[src/rtl/intc_prio.sv]
// Prioritised interrupt controller: latches, masks and prioritises up to 8 sources
// into one registered CPU interrupt, with a 4-byte PEND/MASK/EDGE/VECTOR window.
module intc_prio #(
  parameter int N_SRC = 8
) (
  input  logic             clk,
  input  logic             rst,
  input  logic [1:0]       AD,
  input  logic [7:0]       DI,
  output logic [7:0]       DO,
  input  logic             rw,
  input  logic             cs,
  input  logic [N_SRC-1:0] src,
  output logic             intr
);

  // Bits at or above N_SRC are held at zero in every register.
  localparam logic [8:0] TOP_BIT = 9'd1 << N_SRC;
  localparam logic [7:0] IMPL    = 8'(TOP_BIT - 9'd1);

  logic [7:0] pend_q, pend_d;
  logic [7:0] mask_q, mask_d;
  logic [7:0] edge_q, edge_d;
  logic [7:0] src_q,  src_d;
  logic [7:0] snap_q, snap_d;
  logic       gie_q,  gie_d;
  logic       ack_q,  ack_d;
  logic       intr_q, intr_d;

  logic [7:0] src_ext;
  logic [7:0] act;
  logic       valid;
  logic [2:0] idx;
  logic [7:0] live_vec;
  logic       wr_stb;
  logic       rd_vec;
  logic       first;
  logic [7:0] clr;
  logic [7:0] ack;

  always_comb begin
    src_ext = '0;
    for (int i = 0; i < N_SRC; i++) src_ext[i] = src[i];
  end

  // Lowest-numbered enabled pending source wins.
  always_comb begin
    act   = pend_q & mask_q;
    valid = |act;
    idx   = 3'd0;
    for (int i = 7; i >= 0; i--) begin
      if (act[i]) idx = 3'(i);
    end
    live_vec = {valid, gie_q, 3'b000, idx};
  end

  // A VECTOR read acknowledges once, on the first cycle of each contiguous cs access.
  always_comb begin
    wr_stb = cs & ~rw;
    rd_vec = cs & rw & (AD == 2'd3);
    first  = rd_vec & ~ack_q;
    clr    = (wr_stb && AD == 2'd0) ? (DI & edge_q) : 8'h00;
    ack    = (first && valid) ? (8'h01 << idx) : 8'h00;
  end

  always_comb begin
    mask_d = mask_q;
    edge_d = edge_q;
    gie_d  = gie_q;
    snap_d = snap_q;
    src_d  = src_ext;
    ack_d  = rd_vec;
    intr_d = gie_q & valid;
    pend_d = '0;
    for (int i = 0; i < 8; i++) begin
      // Set has priority over W1C and acknowledge so no edge is lost.
      pend_d[i] = edge_q[i] ? ((pend_q[i] & ~clr[i] & ~ack[i]) | (src_ext[i] & ~src_q[i]))
                            : src_ext[i];
    end
    pend_d = pend_d & IMPL;
    if (wr_stb) begin
      case (AD)
        2'd1:    mask_d = DI & IMPL;
        2'd2:    edge_d = DI & IMPL;
        2'd3:    gie_d  = DI[6];
        default: ;
      endcase
    end
    if (first) snap_d = live_vec;
  end

  always_ff @(posedge clk) begin
    if (!rst) begin
      pend_q <= '0;
      mask_q <= '0;
      edge_q <= '0;
      src_q  <= '0;
      snap_q <= '0;
      gie_q  <= 1'b0;
      ack_q  <= 1'b0;
      intr_q <= 1'b0;
    end else begin
      pend_q <= pend_d;
      mask_q <= mask_d;
      edge_q <= edge_d;
      src_q  <= src_d;
      snap_q <= snap_d;
      gie_q  <= gie_d;
      ack_q  <= ack_d;
      intr_q <= intr_d;
    end
  end

  // Later cycles of a VECTOR read return the snapshot so the value stays stable.
  always_comb begin
    case (AD)
      2'd0:    DO = pend_q;
      2'd1:    DO = mask_q;
      2'd2:    DO = edge_q;
      default: DO = first ? live_vec : snap_q;
    endcase
  end

  assign intr = intr_q;

endmodule

[config.mk]
export PLATFORM = sky130hd
export DESIGN_NAME = intc_prio
export DESIGN_NICKNAME = d
export VERILOG_FILES = /design/src/rtl/intc_prio.sv
export SDC_FILE = /design/constraint.sdc
export NUM_CORES = 1
export LEC_CHECK = 0
export BUFFER_PORTS_ARGS = -buffer_cell sky130_fd_sc_hd__buf_2
export CELL_PAD_IN_SITES_DETAIL_PLACEMENT = 0
export CELL_PAD_IN_SITES_GLOBAL_PLACEMENT = 1
export CORE_ASPECT_RATIO = 0.5
export CORE_MARGIN = 1.5
export CORE_UTILIZATION = 48
export CTS_BUF_LIST = sky130_fd_sc_hd__clkbuf_4
export DETAILED_ROUTE_END_ITERATION = 10
export GPL_TIMING_DRIVEN = 0
export PLACE_DENSITY = 0.9
export SLEW_MARGIN = 10
export SYNTH_ARGS = -nofsm -noshare
export SYNTH_HDL_FRONTEND = slang
export SYNTH_SLANG_ARGS = --single-unit
[constraint.sdc]
create_clock -name clk -period 4.3 [get_ports clk]
set_input_delay 0.86 -clock clk [delete_from_list [all_inputs] [get_ports clk]]
set_output_delay 0.86 -clock clk [all_outputs]
set_load 0.02 [all_outputs]
==> impl_metrics.prom, run 1 <==
# TYPE chip_impl_metric gauge
chip_impl_metric{name="worst_clock_skew",unit="ns"} 0.0127
chip_impl_metric{name="n_fill_cell",unit=""} 389
chip_impl_metric{name="ff2ff_path_depth",unit=""} 4
chip_impl_metric{name="grt_pass1_vias",unit=""} 1541
chip_impl_metric{name="timing_max_transition_violations_final",unit=""} 0
chip_impl_metric{name="worst_case_setup_margin_in_the_final_layout",unit="ns"} 1.02
chip_impl_metric{name="cts_sinks",unit=""} 43
chip_impl_metric{name="route.antenna.remaining_nets",unit=""} 0
chip_impl_metric{name="diodes",unit=""} 0
chip_impl_info{name="r2r_end",value="snap_q[7]"} 1
chip_impl_metric{name="timing.final.crit_share",unit="%"} 76.3
chip_impl_metric{name="relSlewSlack",unit="%"} 32.3
chip_impl_metric{name="hold_path_depth",unit=""} 2
chip_impl_metric{name="dieHeight",unit="um"} 48.4
chip_impl_info{name="main_combinational_cell_family_by_area_after_synthesis",value="simple AND/OR/NAND/NOR gates"} 1
chip_impl_metric{name="synth_compound_area_share",unit="%"} 16.5
chip_impl_metric{name="place.gp.congestion",unit=""} 0.859
chip_impl_metric{name="grt_util_met1",unit="%"} 31.8
chip_impl_metric{name="core_area",unit="um^2"} 3920
chip_impl_info{name="cpMostUsedCell",value="buf_2"} 1
chip_impl_metric{name="fp.dieArea",unit="um^2"} 4530
chip_impl_info{name="clockRootBuffer",value="clkbuf_4"} 1
chip_impl_metric{name="clock_tree.htree_level_count",unit=""} 2
chip_impl_metric{name="async_reset_ff_share",unit="%"} 0
chip_impl_metric{name="warnings_from_yosys",unit=""} 0
chip_impl_metric{name="post_synth_mux_area_share",unit="%"} 16.6
chip_impl_info{name="timing.hold.worst.start",value="src_q[0]"} 1
chip_impl_info{name="crit_path_cell_trace",value="buf_2 -> and4_4 -> nand4_4 -> o32a_1 -> mux4_2 -> buf_2"} 1
chip_impl_metric{name="drt_first_pass_iters",unit=""} 5
chip_impl_metric{name="largest_fanout_of_any_net_on_the_critical_path",unit=""} 7
chip_impl_metric{name="grt_use_met3",unit="%"} 5.97
chip_impl_metric{name="totalNegativeSetupSlack",unit="ns"} 0
chip_impl_metric{name="post_synth_and_or_nand_nor_area_fraction",unit="%"} 21.4
chip_impl_info{name="hold_path.class",value="register to register"} 1
chip_impl_metric{name="timing.critical_path.slowest_cell_delay",unit="ns"} 0.46
chip_impl_metric{name="tightestPinTransition",unit="ns"} 1.01
chip_impl_info{name="critical_path.startpoint_type",value="primary input"} 1
chip_impl_metric{name="post-route-drc-count",unit=""} 0
chip_impl_metric{name="antenna_found_initial",unit=""} 0
chip_impl_metric{name="number_of_cells_produced_by_synthesis",unit=""} 201
chip_impl_metric{name="port_buffers",unit=""} 29
chip_impl_metric{name="grt_pass1_wl",unit="um"} 7650
chip_impl_metric{name="hpwlAfterDp",unit="um"} 3400
chip_impl_metric{name="cts_resized",unit=""} 0
chip_impl_metric{name="post_cts_buffers",unit=""} 0
chip_impl_metric{name="grt_overflow_total",unit=""} 0
chip_impl_info{name="netlist_top_cells_count",value="43 x dfxtp_1, 25 x nor2_1, 17 x mux2i_1, 16 x nand2_1, 12 x and2_1"} 1
chip_impl_metric{name="synthDistinctLibCells",unit=""} 44
chip_impl_info{name="post-synth-top-area-cell",value="dfxtp_1"} 1
chip_impl_info{name="critical-path-slowest-cell",value="mux4_2"} 1
chip_impl_metric{name="ioPinCount",unit=""} 31
chip_impl_metric{name="number_of_enable_type_register_cells_in_the_synthesized_netlist",unit=""} 0
chip_impl_metric{name="ctsLongestPathBuffers",unit=""} 2
chip_impl_metric{name="routed-via-count",unit=""} 1707
chip_impl_metric{name="largest_net_degree_at_the_start_of_global_routing",unit=""} 13
chip_impl_info{name="synthTopCellsByArea",value="dfxtp_1 44%, mux2i_1 8.6%, mux4_2 6.8%, nor2_1 4.7%, and2_1 3.8%"} 1
chip_impl_metric{name="netlist_area",unit="um^2"} 1980
chip_impl_metric{name="xor_xnor_fraction_of_synth_area",unit="%"} 0
chip_impl_info{name="rsz0062_at_grt",value="false"} 1
chip_impl_info{name="hold_path_sink",value="pend_q[0]"} 1
chip_impl_metric{name="irDropWorstVdd",unit="mV"} 0.187
chip_impl_metric{name="layout_area_overhead",unit="%"} 13.7
chip_impl_metric{name="multi_input_area",unit="um^2"} 1080
chip_impl_metric{name="min_period",unit="ns"} 3.28
chip_impl_info{name="top_family_by_delay_on_critical_path",value="multiplexers"} 1
chip_impl_metric{name="arrival",unit="ns"} 2.42
chip_impl_metric{name="final.hold.worst_slack",unit="ns"} 0.489
chip_impl_metric{name="dp_worst_setup_slack",unit="ns"} 1.02
chip_impl_info{name="regToRegStartpoint",value="pend_q[1]"} 1
chip_impl_metric{name="clock_input_transition_at_the_sequential_cells_of_the_worst_setup_and_hold_paths",unit="ns"} 0.13
chip_impl_metric{name="synth_fa_ha_area_share",unit="%"} 0
chip_impl_metric{name="tritoncts.num_buffers",unit=""} 5
chip_impl_metric{name="setup_viol_count_final",unit=""} 0
chip_impl_metric{name="syn-num-nets",unit=""} 223
chip_impl_metric{name="global_routing_met2_resource_utilization",unit="%"} 33.7
chip_impl_metric{name="hold_violations",unit=""} 0
chip_impl_metric{name="synth.ff_latch_count",unit=""} 43
chip_impl_metric{name="max_cap_violations",unit=""} 0
chip_impl_metric{name="seq_area_frac_synth",unit="%"} 43.6
chip_impl_info{name="outcome",value="finished clean"} 1
chip_impl_metric{name="avgSynthCellArea",unit="um^2"} 9.83
chip_impl_info{name="synth_most_common_cell",value="dfxtp_1"} 1
chip_impl_info{name="cts_tree",value="yes"} 1
chip_impl_metric{name="rows",unit=""} 16
chip_impl_metric{name="avgViaCountPerCell",unit=""} 5.85
chip_impl_info{name="criticalPathCategory",value="primary input to output pin"} 1
chip_impl_metric{name="register_area",unit="um^2"} 861
chip_impl_metric{name="initial_core_util",unit="%"} 50.4
chip_impl_metric{name="clkLatencyLatePin",unit="ns"} 0.36
chip_impl_info{name="busiest_layer",value="met2"} 1
chip_impl_metric{name="detail_route.wl_per_cell",unit="um"} 16.1
chip_impl_metric{name="power.density_cell_area",unit="nW/um^2"} 314
chip_impl_metric{name="drive_above_1_share",unit="%"} 22.3
chip_impl_metric{name="die_width",unit="um"} 93.7
chip_impl_metric{name="cellLeakagePower",unit="nW"} 0.841
chip_impl_metric{name="grt_use_total",unit="%"} 22.2
chip_impl_metric{name="final_net_count",unit=""} 259
chip_impl_metric{name="route.final.wire_length",unit="um"} 4710
chip_impl_metric{name="finish.utilization",unit="%"} 57.2
chip_impl_info{name="synth_flop_cell",value="dfxtp_1"} 1
chip_impl_info{name="crit_path_end_kind",value="output pin"} 1
chip_impl_metric{name="path_buf_inv",unit=""} 2
chip_impl_metric{name="r2r_slack",unit="ns"} 2.79
chip_impl_metric{name="drt-initial-drc-count",unit=""} 74
chip_impl_metric{name="cp_data_required_time",unit="ns"} 3.44
chip_impl_metric{name="fmax",unit="MHz"} 305
chip_impl_metric{name="yosys.area.top_type_share",unit="%"} 43.6
chip_impl_metric{name="hold_buffers",unit=""} 0
==> sequential cells by signal, indices dropped and copies added (netlist names) <==
| signal | count |
|---|---|
| mask_q | 8 |
| gie_q | 1 |
| pend_q | 8 |
| edge_q | 8 |
| src_q | 8 |
| ack_q | 1 |
| intr | 1 |
| snap_q | 8 |
==> cells by family after synthesis <==
kind of cell           after synthesis
AO/OA/AOI/OAI                       44
buffers and inverters                9
flip-flops                          43
multiplexers                        25
AND/OR/NAND/NOR                     80
==> tightest hold or removal path, delay by kind of cell, from the launching register on <==
kind            cells  cell delay, ns
simple gates        1            0.05
flops               1            0.32
compound gates      1            0.10
==> worst max path at each step <==
| stage | end | start | depth (start not counted) |
|---|---|---|---|
| after floorplan | DO[7] | AD[0] | 5 |
| after global placement | DO[7] | AD[0] | 6 |
| after detailed placement | DO[7] | AD[0] | 6 |
| after CTS | DO[7] | AD[0] | 6 |
| after global routing | DO[7] | AD[0] | 6 |
| final | DO[7] | AD[0] | 6 |
==> through the flow <==
stage          cells  area (um^2)  power [mW]
3_5_place_dp     284         2190       0.507
6_report         292         2250       0.705
3_3_place_gp     284         2190       0.505
5_1_grt          292         2250       0.731
2_1_floorplan    201         1980       0.476
4_1_cts          292         2250       0.707
==> power breakdown <==
part | internal [mW] | switching (mW)
sequential | 0.411 | 0.0104
clock | 0.0765 | 0.130
combinational | 0.0333 | 0.0439
total | 0.521 | 0.184
==> per-layer routing <==
| layer | part of all wire, % | vias to the layer above |
|---|---|---|
| met5 | 0 | - |
| li1 | - | 820 |
| met4 | 0.62 | 0 |
| met3 | 8.6 | 7 |
| met2 | 44 | 66 |
| met1 | 47 | 814 |
==> layout by cell type, fill, tap and decap left out, types with 2 or more instances in the layout <==
cell type,n
nand4_1,2
nand3_1,4
o21ai_0,4
buf_2,32
and2_1,12
mux4_2,6
and2_0,3
o2bb2ai_1,2
dfxtp_1,43
clkbuf_4,7
nor2b_1,2
a22oi_1,3
a32oi_1,2
nand2_1,16
clkbuf_1,4
nor2_1,25
a21boi_0,6
a41oi_1,6
a21oi_1,8
nor3_1,5
and3_1,3
mux2i_1,17
a22o_1,3
==> cell type report <==
type	instances	area share, %
Timing Repair Buffer	29	6.46
Buffer	7	1.34
Clock buffer	7	2.34
Multi-Input combinational cell	149	48.0
Tap cell	54	3.01
Sequential cell	43	38.3
Clock inverter	1	0.223
Inverter	2	0.334
(Power assumes the default switching activity.)
==> run 2, diff against run 1 <==
ABC_AREA = 1   (was default)
CORE_UTILIZATION = 37   (was 48)
PLACE_DENSITY = 0.81   (was 0.9)
clock period = 2.9 ns   (was 4.3 ns; I/O delays follow)
==> impl_metrics.prom, run 2 <==
# TYPE chip_impl_metric gauge
chip_impl_info{name="outcome",value="finished clean"} 1
chip_impl_info{name="mostFrequentLayoutCell",value="nand2_1"} 1
chip_impl_metric{name="relSlewSlack",unit="%"} 53.7
chip_impl_metric{name="dieHeight",unit="um"} 54.6
chip_impl_metric{name="syn-num-nets",unit=""} 312
chip_impl_metric{name="grt_overflow_total",unit=""} 0
chip_impl_metric{name="core_area",unit="um^2"} 5020
chip_impl_metric{name="tritoncts.num_buffers",unit=""} 5
chip_impl_metric{name="route.antenna.remaining_nets",unit=""} 0
chip_impl_metric{name="hpwlAfterDp",unit="um"} 3910
chip_impl_metric{name="totalNegativeSetupSlack",unit="ns"} 0
chip_impl_metric{name="grt_use_total",unit="%"} 20.0
chip_impl_metric{name="cellLeakagePower",unit="nW"} 1.06
chip_impl_info{name="synthTopCellsByArea",value="dfxtp_1 44%, nand2_1 18%, inv_1 6.5%, o21ai_0 6.4%, nor2_1 5.7%"} 1
chip_impl_metric{name="die_width",unit="um"} 106
chip_impl_metric{name="drt_first_pass_iters",unit=""} 5
chip_impl_info{name="cpMostUsedCell",value="nand2_1"} 1
chip_impl_info{name="netlist_top_cells_count",value="95 x nand2_1, 43 x dfxtp_1, 34 x inv_1, 30 x nor2_1, 25 x o21ai_0"} 1
chip_impl_metric{name="avgSynthCellArea",unit="um^2"} 6.79
chip_impl_info{name="hold_path_sink",value="src_q[7]"} 1
chip_impl_metric{name="placed_area",unit="um^2"} 2200
chip_impl_metric{name="hold_path_depth",unit=""} 3
chip_impl_metric{name="post_cts_buffers",unit=""} 0
chip_impl_metric{name="fmax",unit="MHz"} 383
chip_impl_metric{name="arrival",unit="ns"} 2.03
chip_impl_metric{name="ctsLongestPathBuffers",unit=""} 2
chip_impl_metric{name="r2r_slack",unit="ns"} 1.33
chip_impl_metric{name="ioPinCount",unit=""} 31
chip_impl_metric{name="grt_pass1_wl",unit="um"} 8290
chip_impl_metric{name="yosys.area.top_type_share",unit="%"} 43.7
chip_impl_info{name="cts_tree",value="yes"} 1
chip_impl_info{name="regToRegStartpoint",value="pend_q[0]"} 1
chip_impl_metric{name="place.gp.congestion",unit=""} 0.900
chip_impl_metric{name="irDropWorstVdd",unit="mV"} 0.176
chip_impl_metric{name="cts_resized",unit=""} 0
chip_impl_info{name="critical_path.startpoint_type",value="register"} 1
chip_impl_metric{name="grt_pass1_vias",unit=""} 1654
chip_impl_metric{name="post-layout-total-power",unit="mW"} 1.03
chip_impl_info{name="layout.cells.most_common_list",value="95 x nand2_1, 43 x dfxtp_1, 34 x inv_1"} 1
chip_impl_info{name="rsz0062_at_grt",value="false"} 1
chip_impl_info{name="critical-path-slowest-cell",value="dfxtp_1"} 1
chip_impl_info{name="crit_path_end_kind",value="output pin"} 1
chip_impl_metric{name="route.final.wire_length",unit="um"} 5440
chip_impl_metric{name="number_of_enable_type_register_cells_in_the_synthesized_netlist",unit=""} 0
chip_impl_metric{name="clock_input_transition_at_the_sequential_cells_of_the_worst_setup_and_hold_paths",unit="ns"} 0.12
chip_impl_info{name="clockRootBuffer",value="clkbuf_4"} 1
chip_impl_metric{name="worst_clock_skew",unit="ns"} 0.00489
chip_impl_info{name="top_family_by_delay_on_critical_path",value="compound AO/OA/AOI/OAI gates"} 1
chip_impl_metric{name="antenna_found_initial",unit=""} 0
chip_impl_metric{name="min_period",unit="ns"} 2.61
chip_impl_metric{name="post-route-drc-count",unit=""} 0
chip_impl_metric{name="diodes",unit=""} 0
chip_impl_metric{name="cts_sinks",unit=""} 43
chip_impl_metric{name="tightestPinTransition",unit="ns"} 0.691
chip_impl_metric{name="hold_violations",unit=""} 0
chip_impl_info{name="r2r_end",value="snap_q[1]"} 1
chip_impl_metric{name="async_reset_ff_share",unit="%"} 0
chip_impl_metric{name="setup_viol_count_final",unit=""} 0
chip_impl_metric{name="avgViaCountPerCell",unit=""} 4.98
chip_impl_metric{name="drive_above_1_share",unit="%"} 14.8
chip_impl_metric{name="seq_area_frac_synth",unit="%"} 43.7
chip_impl_metric{name="path_buf_inv",unit=""} 2
chip_impl_metric{name="initial_core_util",unit="%"} 39.2
chip_impl_info{name="synth_most_common_cell",value="nand2_1"} 1
chip_impl_metric{name="port_buffers",unit=""} 29
chip_impl_info{name="hold_path.class",value="primary input to register"} 1
chip_impl_metric{name="fp.dieArea",unit="um^2"} 5790
chip_impl_metric{name="ff2ff_path_depth",unit=""} 7
chip_impl_metric{name="drt-initial-drc-count",unit=""} 140
chip_impl_metric{name="largest_net_degree_at_the_start_of_global_routing",unit=""} 12
chip_impl_metric{name="routed-via-count",unit=""} 1967
chip_impl_metric{name="timing.final.crit_share",unit="%"} 90.0
chip_impl_metric{name="n_fill_cell",unit=""} 538
chip_impl_metric{name="clock_tree.htree_level_count",unit=""} 2
chip_impl_metric{name="hold_buffers",unit=""} 0
chip_impl_info{name="crit_path_cell_trace",value="nand2_1 -> nand2_1 -> a21oi_1 -> inv_1 -> o21ai_1 -> nand2_1 -> nand2_1 -> buf_2"} 1
chip_impl_metric{name="synth.ff_latch_count",unit=""} 43
chip_impl_metric{name="largest_fanout_of_any_net_on_the_critical_path",unit=""} 7
chip_impl_metric{name="warnings_from_yosys",unit=""} 0
chip_impl_metric{name="number_of_cells_produced_by_synthesis",unit=""} 290
chip_impl_metric{name="timing_max_transition_violations_final",unit=""} 0
chip_impl_metric{name="synthDistinctLibCells",unit=""} 25
chip_impl_info{name="post-synth-top-area-cell",value="dfxtp_1"} 1
chip_impl_info{name="criticalPathCategory",value="register to output pin"} 1
chip_impl_metric{name="netlist_area",unit="um^2"} 1970
chip_impl_info{name="timing.hold.worst.start",value="src[7]"} 1
chip_impl_metric{name="detail_route.wl_per_cell",unit="um"} 13.8
chip_impl_metric{name="cp_data_required_time",unit="ns"} 2.32
chip_impl_metric{name="clkLatencyLatePin",unit="ns"} 0.35
chip_impl_metric{name="power.density_cell_area",unit="nW/um^2"} 460
chip_impl_metric{name="layout_area_overhead",unit="%"} 14.1
chip_impl_metric{name="final_net_count",unit=""} 348
chip_impl_metric{name="rows",unit=""} 18
chip_impl_metric{name="timing.critical_path.slowest_cell_delay",unit="ns"} 0.35
chip_impl_info{name="synth_flop_cell",value="dfxtp_1"} 1
chip_impl_metric{name="max_cap_violations",unit=""} 0
chip_impl_metric{name="stdcell_area",unit="um^2"} 2250
[run 2: cell types whose count changed after synthesis, sizes merged, moves of 7 or more]
cell / previous run / this run
mux2i: 17 / 0
nand4: 3 / 12
nor2: 26 / 33
o21ai: 4 / 26
and2: 15 / 0
nand2: 17 / 96
inv: 1 / 38
nand3: 4 / 11
[run 2: worst max-delay path by stage]
| stage | startpoint | to | slack (ns) | cells past startpoint |
|---|---|---|---|---|
| detailed placement | AD[1] | DO[7] | 0.38 | 10 |
| finish | pend_q[0] | DO[1] | 0.29 | 8 |
| floorplan | AD[0] | DO[2] | 0.63 | 6 |
| global route | pend_q[0] | DO[1] | 0.13 | 8 |
| global placement | AD[1] | DO[7] | 0.39 | 10 |
| CTS | pend_q[0] | DO[1] | 0.32 | 8 |
[run 2: per-stage QoR]
stage	setup slack [ns]	util [%]	std cells	hold WS, ns
5_1_grt	0.128	44.7	395	0.423
3_5_place_dp	0.384	43.8	389	0.427
2_1_floorplan	0.635	-	290	0.417
4_1_cts	0.324	44.7	395	0.414
6_report	0.290	44.7	395	0.418
3_3_place_gp	0.386	43.8	389	0.427
[run 2: logic make-up after synthesis]
kind of cell / count (synthesis) / synth area share [%]
AOI/OAI and AO/OA: 46 / 12.8
buffers and inverters: 45 / 9.03
DFF: 43 / 43.7
and+or+nand+nor: 156 / 34.4
[run 2: routing by layer]
metal	vias up	track usage, %	routed length [um]
met1	883	28.1	2740
met2	76	28.4	2140
met4	0	10.4	98
met5	-	0	0
met3	9	5.24	462
li1	999	-	-
[run 2: where the power goes]
group	switching (mW)	total [mW]	internal [mW]	leakage, nW
combinational	0.0850	0.124	0.0388	0.679
clock	0.187	0.283	0.0960	0.0276
sequential	0.0137	0.626	0.613	0.352
[run 2: final cells by class]
class	instances	area [um^2]	share of cell area [%]
Multi-Input combinational cell	202	930	41.4
Clock buffer	6	45.0	2.01
Buffer	6	31.3	1.39
Timing Repair Buffer	29	145	6.46
Sequential cell	43	861	38.3
Inverter	39	146	6.52
Tap cell	70	87.6	3.90
[run 2: tightest hold or removal path: stages]
cell	delay, ns
buf_2	0.07
nand2_1	0.04
inv_1	0.05
